==> src/rtl/uart_tx_arbiter.sv <==
// ----------------------------------------------------------------------------
// Module : uart_tx_arbiter
// Brief  : Packet-granular round-robin sharing of one UART transmitter, with
//          drain-sequenced baud-rate changes.
// Rev    : 1.0
// ----------------------------------------------------------------------------
`default_nettype none

module uart_tx_arbiter #(
  parameter int NUM_REQ        = 4,
  parameter int DATA_WIDTH     = 8,
  parameter int BAUD_SEL_WIDTH = 2,
  parameter int BAUD_RESET     = 0,
  parameter int DRAIN_CYCLES   = 4096
) (
  input  logic                          clock_i,
  input  logic                          reset_n_i,
  input  logic [NUM_REQ-1:0]            req_valid_i,
  input  logic [NUM_REQ*DATA_WIDTH-1:0] req_data_i,
  input  logic [NUM_REQ-1:0]            req_last_i,
  output logic [NUM_REQ-1:0]            req_ready_o,
  output logic [NUM_REQ-1:0]            grant_o,
  input  logic                          baud_update_i,
  input  logic [BAUD_SEL_WIDTH-1:0]     baud_value_i,
  output logic                          baud_pending_o,
  input  logic                          data_buffer_full_i,
  output logic [DATA_WIDTH-1:0]         data_o,
  output logic                          data_write_o,
  output logic [BAUD_SEL_WIDTH-1:0]     baudrate_select_o
);

  localparam int c_PTR_W = $clog2(NUM_REQ);
  localparam int c_CNT_W = (DRAIN_CYCLES > 1) ? $clog2(DRAIN_CYCLES) : 1;
  localparam logic [c_PTR_W-1:0]        c_PTR_RESET  = c_PTR_W'(NUM_REQ - 1);
  localparam logic [c_CNT_W-1:0]        c_DRAIN_LOAD = c_CNT_W'(DRAIN_CYCLES - 1);
  localparam logic [BAUD_SEL_WIDTH-1:0] c_BAUD_RESET = BAUD_SEL_WIDTH'(BAUD_RESET);

  typedef enum logic [1:0] {
    S_IDLE  = 2'd0,
    S_GRANT = 2'd1,
    S_DRAIN = 2'd2
  } state_t;

  state_t                    r_state;
  state_t                    w_state_nxt;
  logic [NUM_REQ-1:0]        r_grant;
  logic [NUM_REQ-1:0]        w_grant_nxt;
  logic [c_PTR_W-1:0]        r_ptr;
  logic [c_PTR_W-1:0]        w_ptr_nxt;
  logic [c_PTR_W-1:0]        w_cand;
  logic                      w_found;
  logic [DATA_WIDTH-1:0]     r_data;
  logic                      r_write;
  logic [BAUD_SEL_WIDTH-1:0] r_baud_sel;
  logic [BAUD_SEL_WIDTH-1:0] r_baud_value;
  logic                      r_baud_pending;
  logic [c_CNT_W-1:0]        r_drain_cnt;
  logic                      w_accept;
  logic                      w_last;
  logic [DATA_WIDTH-1:0]     w_byte;

  assign req_ready_o       = (r_state == S_GRANT && !data_buffer_full_i) ?
                             (r_grant & req_valid_i) : '0;
  assign w_accept          = |req_ready_o;
  assign w_last            = |(req_ready_o & req_last_i);
  assign grant_o           = r_grant;
  assign data_o            = r_data;
  assign data_write_o      = r_write;
  assign baudrate_select_o = r_baud_sel;
  assign baud_pending_o    = r_baud_pending;

  always_comb begin
    w_byte = '0;
    for (int k = 0; k < NUM_REQ; k++) begin
      if (r_grant[k]) w_byte = req_data_i[k*DATA_WIDTH +: DATA_WIDTH];
    end
  end

  always_ff @(posedge clock_i or negedge reset_n_i) begin
    if (!reset_n_i) begin
      r_state <= S_IDLE;
      r_grant <= '0;
      r_ptr   <= c_PTR_RESET;
    end else begin
      r_state <= w_state_nxt;
      r_grant <= w_grant_nxt;
      r_ptr   <= w_ptr_nxt;
    end
  end

  always_comb begin
    w_state_nxt = r_state;
    w_grant_nxt = r_grant;
    w_ptr_nxt   = r_ptr;
    w_cand      = r_ptr;
    w_found     = 1'b0;
    case (r_state)
      S_IDLE: begin
        // A queued baud change takes priority over starting a new packet.
        if (r_baud_pending) begin
          w_state_nxt = S_DRAIN;
        end else if (|req_valid_i) begin
          for (int i = 1; i <= NUM_REQ; i++) begin
            w_cand = c_PTR_W'((int'(r_ptr) + i) % NUM_REQ);
            if (!w_found && req_valid_i[w_cand]) begin
              w_found             = 1'b1;
              w_ptr_nxt           = w_cand;
              w_grant_nxt         = '0;
              w_grant_nxt[w_cand] = 1'b1;
            end
          end
          w_state_nxt = S_GRANT;
        end
      end
      S_GRANT: begin
        if (w_accept && w_last) begin
          w_grant_nxt = '0;
          w_state_nxt = S_IDLE;
        end
      end
      S_DRAIN: begin
        if (!baud_update_i && r_drain_cnt == '0) w_state_nxt = S_IDLE;
      end
      default: begin
        w_grant_nxt = '0;
        w_state_nxt = S_IDLE;
      end
    endcase
  end

  always_ff @(posedge clock_i or negedge reset_n_i) begin
    if (!reset_n_i) begin
      r_data         <= '0;
      r_write        <= 1'b0;
      r_baud_sel     <= c_BAUD_RESET;
      r_baud_value   <= c_BAUD_RESET;
      r_baud_pending <= 1'b0;
      r_drain_cnt    <= '0;
    end else begin
      r_write <= w_accept;
      if (w_accept) r_data <= w_byte;

      // A fresh update always wins; inside DRAIN it restarts the idle window.
      if (baud_update_i) begin
        r_baud_value   <= baud_value_i;
        r_baud_pending <= 1'b1;
        if (r_state == S_DRAIN) r_drain_cnt <= c_DRAIN_LOAD;
      end else if (r_state == S_DRAIN) begin
        if (r_drain_cnt == '0) begin
          r_baud_sel     <= r_baud_value;
          r_baud_pending <= 1'b0;
        end else begin
          r_drain_cnt <= r_drain_cnt - 1'b1;
        end
      end

      if (r_state == S_IDLE && r_baud_pending) r_drain_cnt <= c_DRAIN_LOAD;
    end
  end

endmodule

`default_nettype wire

==> config.mk <==
export PLATFORM = sky130hd
export DESIGN_NAME = uart_tx_arbiter
export DESIGN_NICKNAME = d
export VERILOG_FILES = /design/src/rtl/uart_tx_arbiter.sv
export SDC_FILE = /design/constraint.sdc
export NUM_CORES = 1
export LEC_CHECK = 0
export BUFFER_PORTS_ARGS = -buffer_cell sky130_fd_sc_hd__buf_4
export CAP_MARGIN = 10
export CORE_MARGIN = 1
export CORE_UTILIZATION = 29
export DETAILED_ROUTE_END_ITERATION = 7
export GPL_TIMING_DRIVEN = 0
export HOLD_SLACK_MARGIN = 0.05
export PLACE_DENSITY = 0.57
export SLEW_MARGIN = 20
export SYNTH_ARGS = -nofsm -noshare
export SYNTH_HDL_FRONTEND = slang
export SYNTH_SLANG_ARGS = --single-unit
==> constraint.sdc <==
create_clock -name clock_i -period 2.85 [get_ports clock_i]
set_input_delay 0.285 -clock clock_i [delete_from_list [all_inputs] [get_ports clock_i]]
set_output_delay 0.285 -clock clock_i [all_outputs]
set_load 0.01 [all_outputs]
==> flow_summary.json <==
{
  "maxCapViolCount": 0,
  "core-area_sq_um": 7450,
  "crit_path_max_fanout": 9,
  "overflow": 0,
  "synthAdderAreaFrac": 0.0329,
  "netlist_top_cells_area": "dfrtp_1 (35%), nor2_1 (4.8%), a21oi_1 (4.4%)",
  "rows": 31,
  "portBuffers": 61,
  "drt_pass1_iterations": 5,
  "path_cells": "clkbuf_1, inv_1, ha_1, mux4_2, nand2b_1, a2bb2oi_1, o22a_1, a221o_1",
  "grt_start_max_net_pins": 35,
  "vias": 2200,
  "gp_congestion": 0.811,
  "drc": 0,
  "cts_tree": "built",
  "endpoint_kind": "flip-flop",
  "postSynthAreaPerCell_sq_um": 9.13,
  "synth_area_sq_um": 2280,
  "setup_viol": 0,
  "grt_pass1_wl_mm": 10.1,
  "holdPathEnd": "r_baud_value[0]",
  "yosysTopAreaCell": "dfrtp_1",
  "min_from": "baud_value_i[0]",
  "drv_slew": 0,
  "syn-num-nets": 302,
  "p_per_area_nw_per_um2": 468,
  "dp.final_hpwl_mm": 4.48,
  "period_needed_ps": 2590,
  "n_antenna_cell": 0,
  "layout_common_cells": "buf_4 (61), dfrtp_1 (32), nor2_1 (29), a21oi_1 (20), and2_1 (14)",
  "fin_skew_ps": 9.53,
  "clk_pin_slew_worst_paths_ps": 70,
  "clkLatencyLatePin_ps": 290,
  "ys_ff_latch": 34,
  "slew_headroom": 0.431,
  "fin_cells": 419,
  "antenna_found_initial": 0,
  "p_leak_nw": 1.24,
  "ys_types": 51,
  "postRouteAntennaNets": 0,
  "synth-edff-count": 0,
  "dp_cells": 410,
  "post_cts_buffers": 0,
  "syn2layout_area_growth_pct": 31.9,
  "status": "completed",
  "crit_required_ps": 3020,
  "multi_input_area_sq_um": 1340,
  "cts_resized": 0,
  "final_common_cell": "buf_4",
  "start_util": 0.307,
  "clk_path_buf_depth": 2,
  "reg2regPathDepth": 8,
  "nFillCells": 740,
  "async_flop_share": 1.00,
  "critPathMaxStageDelay_ps": 550,
  "pre_cts_ws_ps": 294,
  "synthFlopType": "dfrtp_1",
  "setup_tns_ps": 0,
  "clock-sinks": 34,
  "grt_use_total": 0.149,
  "rsz0062_at_grt": "no",
  "drt_iter0_drc": 115,
  "seq_area_sq_um": 853,
  "cts-root-buf": "clkbuf_8",
  "drive_above_1_share": 0.263,
  "ys_seq_area_frac": 0.374,
  "htree_levels": 2,
  "start_kind": "flip-flop",
  "synth_xor_area_frac": 0.00384,
  "avgViaCountPerCell": 5.25,
  "hold_viol": 0,
  "reg2reg_to": "grant_o[0]",
  "hold_depth": 2,
  "setup_ws_ps": 256,
  "totalWireLength_mm": 6.06,
  "arrival_ps": 2770,
  "synth-simple-area-share": 0.231,
  "r2r-start": "r_ptr[1]",
  "dieArea_sq_um": 8230,
  "synth_top_family_by_area": "simple AND/OR/NAND/NOR gates",
  "layout.nets": 371,
  "ir_drop_uv": 169,
  "chipHeight_um": 90.7,
  "worstMarginPinSlew_ps": 843,
  "r2r_slack_ps": 260,
  "die_w_um": 90.7,
  "yosys-mux-area-fraction": 0.0899,
  "io_pins": 66,
  "yosysTopAreaCellShare": 0.351,
  "fin_crit_sh": 0.910,
  "cts_hold_buf": 1,
  "first_global_vias": 2137,
  "detail_route.wl_per_cell_um": 14.5,
  "cts_buffers": 5,
  "total_power_mw": 1.41,
  "hold_class": "in2reg",
  "ys_warn_count": 0,
  "slowest_stage": "dfstp_2",
  "synth_compound_area_frac": 0.227,
  "fmax_mhz": 385,
  "path_class": "reg2reg",
  "synthCells": 250
}
## layer usage
metal / GRT usage / up-vias / wire (um)
met2: 0.253 / 101 / 2750
met3: 0.0471 / 8 / 511
met1: 0.189 / 1026 / 2750
met5: 0 / - / 0
met4: 0.0215 / 0 / 55
li1: - / 1065 / -
## synth_stat cells, types with 3 or more instances
library cell / n
o21ai_1: 4
nand2b_1: 3
a2bb2oi_1: 4
a21oi_1: 20
nor2_1: 29
nor2b_1: 12
mux2_2: 3
a221oi_1: 7
nor3_1: 12
dfrtp_1: 32
o22a_1: 4
ha_1: 6
a2111oi_1: 3
and2_1: 14
o2111ai_1: 3
mux2_1: 3
a221o_1: 4
inv_1: 9
mux4_2: 3
mux2i_1: 7
clkbuf_1: 13
nand3_1: 7
nand2_1: 11
## power breakdown
part	switching (mW)	internal [mW]	total [mW]
Clock	0.186	0.350	0.536
Combinational	0.185	0.159	0.344
Sequential	0.0203	0.509	0.529
Total	0.391	1.02	1.41
## worst max-delay path: cells and delay by family (launching register included)
family	cells	cell delay [ps]
flops	1	550
fa+ha+maj	1	350
mux	1	280
simple gates	1	150
compound gates	3	690
buf+inv	2	460
## cells by family after synthesis
kind of cell,after synthesis
buffers and inverters,25
muxes,16
AOI/OAI and AO/OA,67
adders and majority gates,6
DFF,34
xor gates and xnor gates,1
and+or+nand+nor,101
## worst max-delay path by stage
stage | endpoint | startpoint | cells after the start
6_report | grant_o[0] | r_ptr[1] | 8
2_1_floorplan | grant_o[0] | r_ptr[0] | 6
3_3_place_gp | grant_o[0] | r_ptr[1] | 8
4_1_cts | grant_o[0] | r_ptr[1] | 8
3_5_place_dp | grant_o[0] | r_ptr[1] | 8
5_1_grt | grant_o[1] | r_ptr[1] | 8
## layout make-up
cell class	instances	share of cell area
clock inverters	3	0.0228
flip-flops and latches	34	0.283
plain buffers	15	0.0191
clock buffers	5	0.0228
multi-input cells	191	0.443
repair buffers	62	0.155
well taps	99	0.0411
inverters	10	0.0125
## metrics by stage
step / instance area [sq um] / hold slack [ps] / util
2_1_floorplan: 2280 / -10.6 / -
3_3_place_gp: 2870 / 261 / 0.385
3_5_place_dp: 2870 / 265 / 0.385
4_1_cts: 3010 / 227 / 0.405
5_1_grt: 3010 / 222 / 0.405
6_report: 3010 / 228 / 0.405
## flip-flops by register name (all words and copies together) (netlist names)
signal and cells:
r_baud_value 2, r_ptr 2, data_write_o 1, grant_o 4, r_drain_cnt 12, r_state 2, data_o 8, baudrate_select_o 2
baud_pending_o 1
(Power assumes the default switching activity.)
